--- config.mk ---
export PLATFORM = sky130hd
export DESIGN_NAME = uart_rx_intr
export DESIGN_NICKNAME = d
export VERILOG_FILES = /design/src/rtl/uart_rx_intr.sv
export SDC_FILE = /design/constraint.sdc
export NUM_CORES = 1
export LEC_CHECK = 0
export ABC_AREA = 0
export BUFFER_PORTS_ARGS = -buffer_cell sky130_fd_sc_hd__buf_4
export CORE_MARGIN = 2
export CORE_UTILIZATION = 56
export CTS_CLUSTER_DIAMETER = 40
export CTS_CLUSTER_SIZE = 12
export DETAILED_ROUTE_END_ITERATION = 10
export PLACE_DENSITY = 0.75
export SLEW_MARGIN = 5
export SYNTH_ARGS = -nofsm -noshare
export SYNTH_HDL_FRONTEND = slang
export SYNTH_SLANG_ARGS = --single-unit
--- constraint.sdc ---
create_clock -name clk -period 3.1 [get_ports clk]
set_input_delay 0.62 -clock clk [delete_from_list [all_inputs] [get_ports clk]]
set_output_delay 0.62 -clock clk [all_outputs]
set_load 0.02 [all_outputs]
--- src/rtl/uart_rx_intr.sv ---
// uart_rx_intr: 8N1 UART receiver with a first-word-fall-through receive FIFO
// and a level receive interrupt (feeds the UART pending bit in the CSR file).
// Optional feature macro: UART_RX_PARITY_EN (8E1 framing with parity_err flag).
// Ports:
//   clk, rst        core clock, asynchronous active-low reset
//   rx_i            serial line (asynchronous, idle high)
//   rd_en           pop FIFO head (ignored when empty)
//   rd_data         FIFO head byte, 8'h00 when empty
//   rx_valid        FIFO non-empty
//   intr_en         receive-interrupt enable
//   rx_intr         rx_valid & intr_en (combinational)
//   err_clr         clears sticky error flags
//   frame_err       sticky: stop bit sampled low
//   overrun_err     sticky: byte completed while FIFO full
//   parity_err      sticky: even-parity mismatch (UART_RX_PARITY_EN only)
//   busy            receiver FSM not idle
module uart_rx_intr #(
    parameter int unsigned CLKS_PER_BIT = 868,
    parameter int unsigned FIFO_DEPTH   = 4
) (
    input  logic       clk,
    input  logic       rst,
    input  logic       rx_i,
    input  logic       rd_en,
    output logic [7:0] rd_data,
    output logic       rx_valid,
    input  logic       intr_en,
    output logic       rx_intr,
    input  logic       err_clr,
    output logic       frame_err,
    output logic       overrun_err,
`ifdef UART_RX_PARITY_EN
    output logic       parity_err,
`endif
    output logic       busy
);

    localparam int unsigned CNT_W   = $clog2(CLKS_PER_BIT);
    localparam int unsigned HALF_M1 = CLKS_PER_BIT / 2 - 1;
    localparam int unsigned FULL_M1 = CLKS_PER_BIT - 1;
    localparam int unsigned AW      = $clog2(FIFO_DEPTH);
    localparam int unsigned PTR_W   = AW + 1;

    typedef enum logic [2:0] {
        S_IDLE,
        S_START,
        S_DATA,
        S_PARITY,
        S_STOP
    } state_t;

    state_t           state_q, state_d;
    logic             sync1_q, sync1_d, sync2_q, sync2_d;
    logic             armed_q, armed_d;
    logic [CNT_W-1:0] cnt_q, cnt_d;
    logic [2:0]       bit_cnt_q, bit_cnt_d;
    logic [7:0]       shreg_q, shreg_d;
    logic [PTR_W-1:0] wr_ptr_q, wr_ptr_d, rd_ptr_q, rd_ptr_d;
    logic [7:0]       mem_q [FIFO_DEPTH];
    logic [7:0]       mem_d [FIFO_DEPTH];
    logic             frame_err_q, frame_err_d;
    logic             overrun_err_q, overrun_err_d;
`ifdef UART_RX_PARITY_EN
    logic             par_bad_q, par_bad_d;
    logic             parity_err_q, parity_err_d;
    logic             parity_set;
`endif

    logic rx_s, stop_sample, byte_ok, push, pop, full, empty;

    assign rx_s  = sync2_q;
    assign empty = (wr_ptr_q == rd_ptr_q);
    assign full  = (wr_ptr_q[PTR_W-1] != rd_ptr_q[PTR_W-1]) &&
                   (wr_ptr_q[AW-1:0] == rd_ptr_q[AW-1:0]);

    // Next-state logic: receiver FSM, FIFO and sticky flags
    always_comb begin
        state_d     = state_q;
        sync1_d     = rx_i;
        sync2_d     = sync1_q;
        armed_d     = armed_q;
        cnt_d       = cnt_q;
        bit_cnt_d   = bit_cnt_q;
        shreg_d     = shreg_q;
        stop_sample = 1'b0;
`ifdef UART_RX_PARITY_EN
        par_bad_d   = par_bad_q;
        parity_set  = 1'b0;
`endif

        unique case (state_q)
            S_IDLE: begin
                // armed gate: a held-low line must go high before the next start
                if (armed_q && !rx_s) begin
                    state_d   = S_START;
                    cnt_d     = '0;
                    bit_cnt_d = '0;
                    armed_d   = 1'b0;
                end else if (rx_s) begin
                    armed_d = 1'b1;
                end
            end
            S_START: begin
                if (cnt_q == CNT_W'(HALF_M1)) begin
                    cnt_d   = '0;
                    state_d = rx_s ? S_IDLE : S_DATA;
                end else begin
                    cnt_d = cnt_q + CNT_W'(1);
                end
            end
            S_DATA: begin
                if (cnt_q == CNT_W'(FULL_M1)) begin
                    cnt_d     = '0;
                    shreg_d   = {rx_s, shreg_q[7:1]};
                    bit_cnt_d = bit_cnt_q + 3'd1;
                    if (bit_cnt_q == 3'd7) begin
`ifdef UART_RX_PARITY_EN
                        state_d = S_PARITY;
`else
                        state_d = S_STOP;
`endif
                    end
                end else begin
                    cnt_d = cnt_q + CNT_W'(1);
                end
            end
`ifdef UART_RX_PARITY_EN
            S_PARITY: begin
                if (cnt_q == CNT_W'(FULL_M1)) begin
                    cnt_d      = '0;
                    par_bad_d  = ^{shreg_q, rx_s};
                    parity_set = ^{shreg_q, rx_s};
                    state_d    = S_STOP;
                end else begin
                    cnt_d = cnt_q + CNT_W'(1);
                end
            end
`endif
            S_STOP: begin
                if (cnt_q == CNT_W'(FULL_M1)) begin
                    cnt_d       = '0;
                    stop_sample = 1'b1;
                    state_d     = S_IDLE;
                end else begin
                    cnt_d = cnt_q + CNT_W'(1);
                end
            end
            default: state_d = S_IDLE;
        endcase

`ifdef UART_RX_PARITY_EN
        byte_ok = stop_sample && rx_s && !par_bad_q;
`else
        byte_ok = stop_sample && rx_s;
`endif
        // a pop in the push cycle frees the slot, so a full FIFO still accepts
        pop  = rd_en && !empty;
        push = byte_ok && (!full || pop);

        mem_d = mem_q;
        if (push) begin
            mem_d[wr_ptr_q[AW-1:0]] = shreg_q;
        end
        wr_ptr_d = wr_ptr_q + PTR_W'(push);
        rd_ptr_d = rd_ptr_q + PTR_W'(pop);

        // set wins over a simultaneous clear
        frame_err_d   = (stop_sample && !rx_s) || (frame_err_q && !err_clr);
        overrun_err_d = (byte_ok && full && !pop) || (overrun_err_q && !err_clr);
`ifdef UART_RX_PARITY_EN
        parity_err_d  = parity_set || (parity_err_q && !err_clr);
`endif
    end

    // State registers
    always_ff @(posedge clk or negedge rst) begin
        if (!rst) begin
            state_q       <= S_IDLE;
            sync1_q       <= 1'b1;
            sync2_q       <= 1'b1;
            armed_q       <= 1'b0;
            cnt_q         <= '0;
            bit_cnt_q     <= '0;
            shreg_q       <= '0;
            wr_ptr_q      <= '0;
            rd_ptr_q      <= '0;
            mem_q         <= '{default: 8'h00};
            frame_err_q   <= 1'b0;
            overrun_err_q <= 1'b0;
`ifdef UART_RX_PARITY_EN
            par_bad_q     <= 1'b0;
            parity_err_q  <= 1'b0;
`endif
        end else begin
            state_q       <= state_d;
            sync1_q       <= sync1_d;
            sync2_q       <= sync2_d;
            armed_q       <= armed_d;
            cnt_q         <= cnt_d;
            bit_cnt_q     <= bit_cnt_d;
            shreg_q       <= shreg_d;
            wr_ptr_q      <= wr_ptr_d;
            rd_ptr_q      <= rd_ptr_d;
            mem_q         <= mem_d;
            frame_err_q   <= frame_err_d;
            overrun_err_q <= overrun_err_d;
`ifdef UART_RX_PARITY_EN
            par_bad_q     <= par_bad_d;
            parity_err_q  <= parity_err_d;
`endif
        end
    end

    assign rd_data     = empty ? 8'h00 : mem_q[rd_ptr_q[AW-1:0]];
    assign rx_valid    = !empty;
    assign rx_intr     = rx_valid && intr_en;
    assign frame_err   = frame_err_q;
    assign overrun_err = overrun_err_q;
`ifdef UART_RX_PARITY_EN
    assign parity_err  = parity_err_q;
`endif
    assign busy        = (state_q != S_IDLE);

endmodule

== Word-level counts from Yosys, hierarchy flattened ==
Cells that the tools add are included.

* Bitwise gates (word level): 2
* Reduce and logical (&&, ||, !) cells: 31
* Muxes and demuxes: 25
* Magnitude comparators: 3
* $add $sub $neg: 4
* Eq/ne operators: 14

{| class="wikitable"
|+ Operator list
! kind !! count
|-
| 32-bit bitwise mux || 1
|-
| 8-bit two-way mux || 4
|-
| 10-bit two-way mux || 3
|-
| 10-bit case mux with 3 select lines || 1
|-
| 3-bit two-way mux || 7
|-
| 8-bit binary-select mux with 2-bit select || 1
|-
| 8-bit demux with 2-bit select || 1
|-
| 1-bit logical AND || 12
|-
| 3-bit case mux with 4 select lines || 1
|-
| 10-bit by 1-bit adder with 10-bit output (second input constant) || 1
|-
| 10-bit equality test (second input constant) || 1
|-
| 10-bit by 9-bit equality test with 1-bit output (second input constant) || 1
|-
| 2-bit != test (second input constant) || 5
|-
| 3-bit by 1-bit adder with 3-bit output || 2
|-
| 3-bit equality test (second input constant) || 2
|-
| 3-bit >= comparator (second input constant) || 2
|-
| 2-bit inverter with 3-bit output || 2
|-
| 3-bit case mux with 2 select lines || 1
|-
| 2-bit AND reduction || 3
|-
| 3-bit nonzero test || 2
|-
| 1-bit zero test || 5
|-
| 5-bit AND reduction || 1
|-
| 1-bit two-way mux || 4
|-
| 2-bit nonzero test || 2
|-
| other kinds (12) || 14
|}

* Register bits: 67
* Output and inout bits: 13
* Logic and storage cells: 94

== Longest topological paths before layout ==
* Depth in word-level cells: 7
* Depth in mapped cells: 8

== Worst setup path before layout ==
Ideal clock, no wire load.

* Kind: flip-flop to flip-flop
* From: reg cnt_q[7]
* To: reg mem_q[16] in the netlist's numbering
* Cell stages (with the launch flop): 6
* Clock period less this slack: 2.421 ns
* Path slack: 0.679 ns
* Data arrival time: 2.296 ns
* Setup time: 0.125 ns
* Required time: 2.975 ns
* Cells stage by stage: dfrtp_1 or4b_4 nor4_4 nand4b_4 nor3b_4 mux2_2

* Cells in the longest elaborated chain, start to end: 5

{| class="wikitable"
|+ Ends and longest elaborated chain
! what !! RTL line !! RTL
|-
| start: declaration || 55 || <nowiki>logic [CNT_W-1:0] cnt_q, cnt_d;</nowiki>
|-
| start signal: assignment || 199 || <nowiki>cnt_q <= cnt_d;</nowiki>
|-
| 10-bit equality test || 140 || <nowiki>if (cnt_q == CNT_W'(FULL_M1)) begin</nowiki>
|-
| 1-bit two-way mux || 140 ||
|-
| 1-bit two-way mux || 91 || <nowiki>unique case (state_q)</nowiki>
|-
| 1-bit logical AND || 154 || <nowiki>byte_ok = stop_sample && rx_s;</nowiki>
|-
| 1-bit logical AND || 158 || <nowiki>push = byte_ok && (!full || pop);</nowiki>
|-
| end signal: assignment || 204 || <nowiki>mem_q <= mem_d;</nowiki>
|-
| end: declaration || 59 || <nowiki>logic [7:0] mem_q [FIFO_DEPTH];</nowiki>
|}

Every way passes these cells.
A chain may end at the register's enable or synchronous reset.

== Worst setup path after layout ==
* From: reg cnt_q[7]
* To: reg mem_q[8] in the netlist's numbering

The elaborated chain is that of the path after synthesis.

==> flow_summary.json <==
{
  "clk_pin_slew_ps": 80,
  "clockBufferDepth": 2,
  "seq_area_um2": 1680,
  "ant_nets": 0,
  "power_switching_uw": 726,
  "grt_max_degree": 68,
  "r2r-start": "cnt_q[7]",
  "cts_inserted_buffers": 9,
  "via_count": 1952,
  "critPathLaunchType": "flip-flop",
  "grt_usage_pct": 20.0,
  "synthCells": 237,
  "wl_um": 5680,
  "io_buffers": 18,
  "required_ps": 3320,
  "yosys-top-cells-area": "dfrtp_1, mux2_2, mux4_2, ha_1, nor2b_1",
  "insertedDiodeCount": 0,
  "synth-simple-area-share_pct": 12.6,
  "rsz0062_at_grt": "false",
  "comb_power_share_pct": 22.1,
  "synth_fa_ha_area_share_pct": 3.48,
  "synth_edf_count": 0,
  "fill_cells": 420,
  "viasPerCell": 5.83,
  "synth_top_area_share_pct": 51.4,
  "startpoint": "cnt_q[7]",
  "start_util_pct": 57.8,
  "synthMuxAreaShare_pct": 20.3,
  "core_area_um2": 5470,
  "layout_commonest_cell": "dfrtp_1",
  "hold_buffers": 0,
  "wl_per_cell_um": 17.0,
  "yosysSeqAreaShare_pct": 53.1,
  "place_congestion": 0.827,
  "rows": 27,
  "overflow": 0,
  "syn-num-nets": 251,
  "fin_crit_ps": 2700,
  "nets": 273,
  "die_x_um": 79.1,
  "dr.first_iter.drc_count": 146,
  "syn_area_um2": 3160,
  "ir_drop_v": 0.000372,
  "place_ws_ps": 434,
  "cts-root-buf": "clkbuf_8",
  "maxSlewViolCount": 0,
  "r2r-end": "mem_q[8]",
  "multi_input_area_um2": 1410,
  "finalHoldViolCount": 0,
  "ys_warn_count": 0,
  "crit_arrival_ps": 2920,
  "drc": 0,
  "ys_ff_latch": 67,
  "max_slew_margin_pct": 31.0,
  "layoutNonFillerInstCount": 335,
  "switching_share_pct": 29.9,
  "grt_pass1_wl_um": 9430,
  "post_cts_buffers": 0,
  "leakagePower_uw": 0.00172,
  "grt_pass1_vias": 1839,
  "fin_worst_skew_ps": 11.9,
  "power_frac_clock_pct": 35.1,
  "drv_cap": 0,
  "avgSynthCellArea_um2": 13.3,
  "seqPwrFrac_pct": 42.8,
  "r2r_cells": 5,
  "dpl.hpwl_um": 3600,
  "syn2layout_area_growth_pct": 13.8,
  "crit_fanout": 8,
  "insertion_delay_ps": 340,
  "drt_pass1_iterations": 4,
  "endpoint": "mem_q[8]",
  "ios": 19,
  "status": "complete, no violations",
  "power_density_nw_per_um2": 675,
  "htree_levels": 3,
  "cts_tree": "done",
  "synth_compound_area_share_pct": 6.37,
  "synth_flop_cell": "dfrtp_1",
  "fin_ws_ps": 396,
  "setup_violations": 0,
  "reg2reg_slack_ps": 400,
  "cts.repair.resized": 0,
  "final_cell_mix": "dfrtp_1, mux2_2, buf_4",
  "max_freq_ghz": 0.370,
  "synth-xor-area-share_pct": 1.66,
  "dp_cells": 320,
  "timing.final.crit_share_pct": 87.2,
  "synth_top_family_by_area": "multiplexers",
  "synth_cell_types": 43,
  "min_path_type": "primary input to async pin",
  "worst_pin_slew_ps": 1030,
  "cts_sinks": 67,
  "yosys.area.top_type": "dfrtp_1",
  "internal_power_uw": 1700,
  "tns_ps": 0,
  "crit_type": "flip-flop to flip-flop",
  "drive_gt1_share_pct": 37.6,
  "antenna_found_initial": 0,
  "die_y_um": 79.1,
  "die_area_um2": 6260,
  "crit_path_end_kind": "flip-flop",
  "async_reset_ff_share_pct": 100
}
[synthesized netlist by cell type, types with 4 or more instances]
| cell type | instances |
|---|---|
| dfrtp_1 | 65 |
| mux4_2 | 8 |
| nand3_1 | 8 |
| nand2_1 | 8 |
| a21oi_1 | 8 |
| o21ai_0 | 6 |
| inv_1 | 8 |
| clkbuf_1 | 7 |
| a31oi_1 | 4 |
| nor2b_1 | 12 |
| ha_1 | 8 |
| nor2_1 | 5 |
| xor2_1 | 4 |
| mux2_2 | 41 |
[registers in the layout (all words and copies together) (netlist names), 3 cells and up]
name,cells
bit_cnt_q,3
cnt_q,10
mem_q,32
rd_ptr_q,3
shreg_q,8
state_q,3
wr_ptr_q,3
[worst min path at each step]
| stage | slack [ps] | to | start | cells past startpoint |
|---|---|---|---|---|
| floorplan | 320 | armed_q | rst | 0 |
| global placement | 350 | rx_s | sync1_q | 0 |
| detailed placement | 350 | rx_s | sync1_q | 0 |
| CTS | 360 | rx_s | sync1_q | 0 |
| global route | 360 | rx_s | sync1_q | 0 |
| finish | 360 | cnt_q[6] | rst | 1 |
[through the flow]
step	cell area [um2]	hold slack (ps)	power (uW)	utilization, %
finish	3600	357	2430	65.7
floorplan	3160	324	1420	-
CTS	3600	358	2450	65.7
detailed placement	3370	349	1590	61.5
global placement	3370	347	1570	61.5
global route	3600	359	2550	65.7
[layer usage]
metal | vias to the layer above | track usage [%] | wire, um
li1 | 910 | - | -
met1 | 992 | 30.2 | 2800
met2 | 38 | 28.1 | 2560
met3 | 12 | 3.98 | 209
met4 | 0 | 8.97 | 110
met5 | - | 0 | 0
[layout make-up]
type / count / area share [%]
Clock buffer: 10 / 3.55
Timing Repair Buffer: 21 / 4.38
Multi-Input combinational cell: 152 / 39.2
Clock inverter: 5 / 2.85
Tap cell: 72 / 2.50
Inverter: 8 / 0.835
Sequential cell: 67 / 46.7
[power groups by stage]
stage,Combinational (uW),Clock (uW),Sequential [uW]
after CTS,540,868,1040
after global placement,521,0,1050
after detailed placement,536,0,1060
after floorplan,430,0,995
final,535,853,1040
after global routing,600,898,1050
[kinds of logic after synthesis]
family,Yosys count
adders and majority gates,9
AOI/OAI and AO/OA,31
muxes,49
DFF,67
xor gates and xnor gates,6
buffers and inverters,18
and+or+nand+nor,57
[worst max-delay path, stage by stage (launching register included)]
cell	delay, ps
dfrtp_1	460
or4b_4	570
nor4_4	420
nand4b_4	230
nor3b_4	500
mux2_2	390
(Power assumes the default switching activity.)
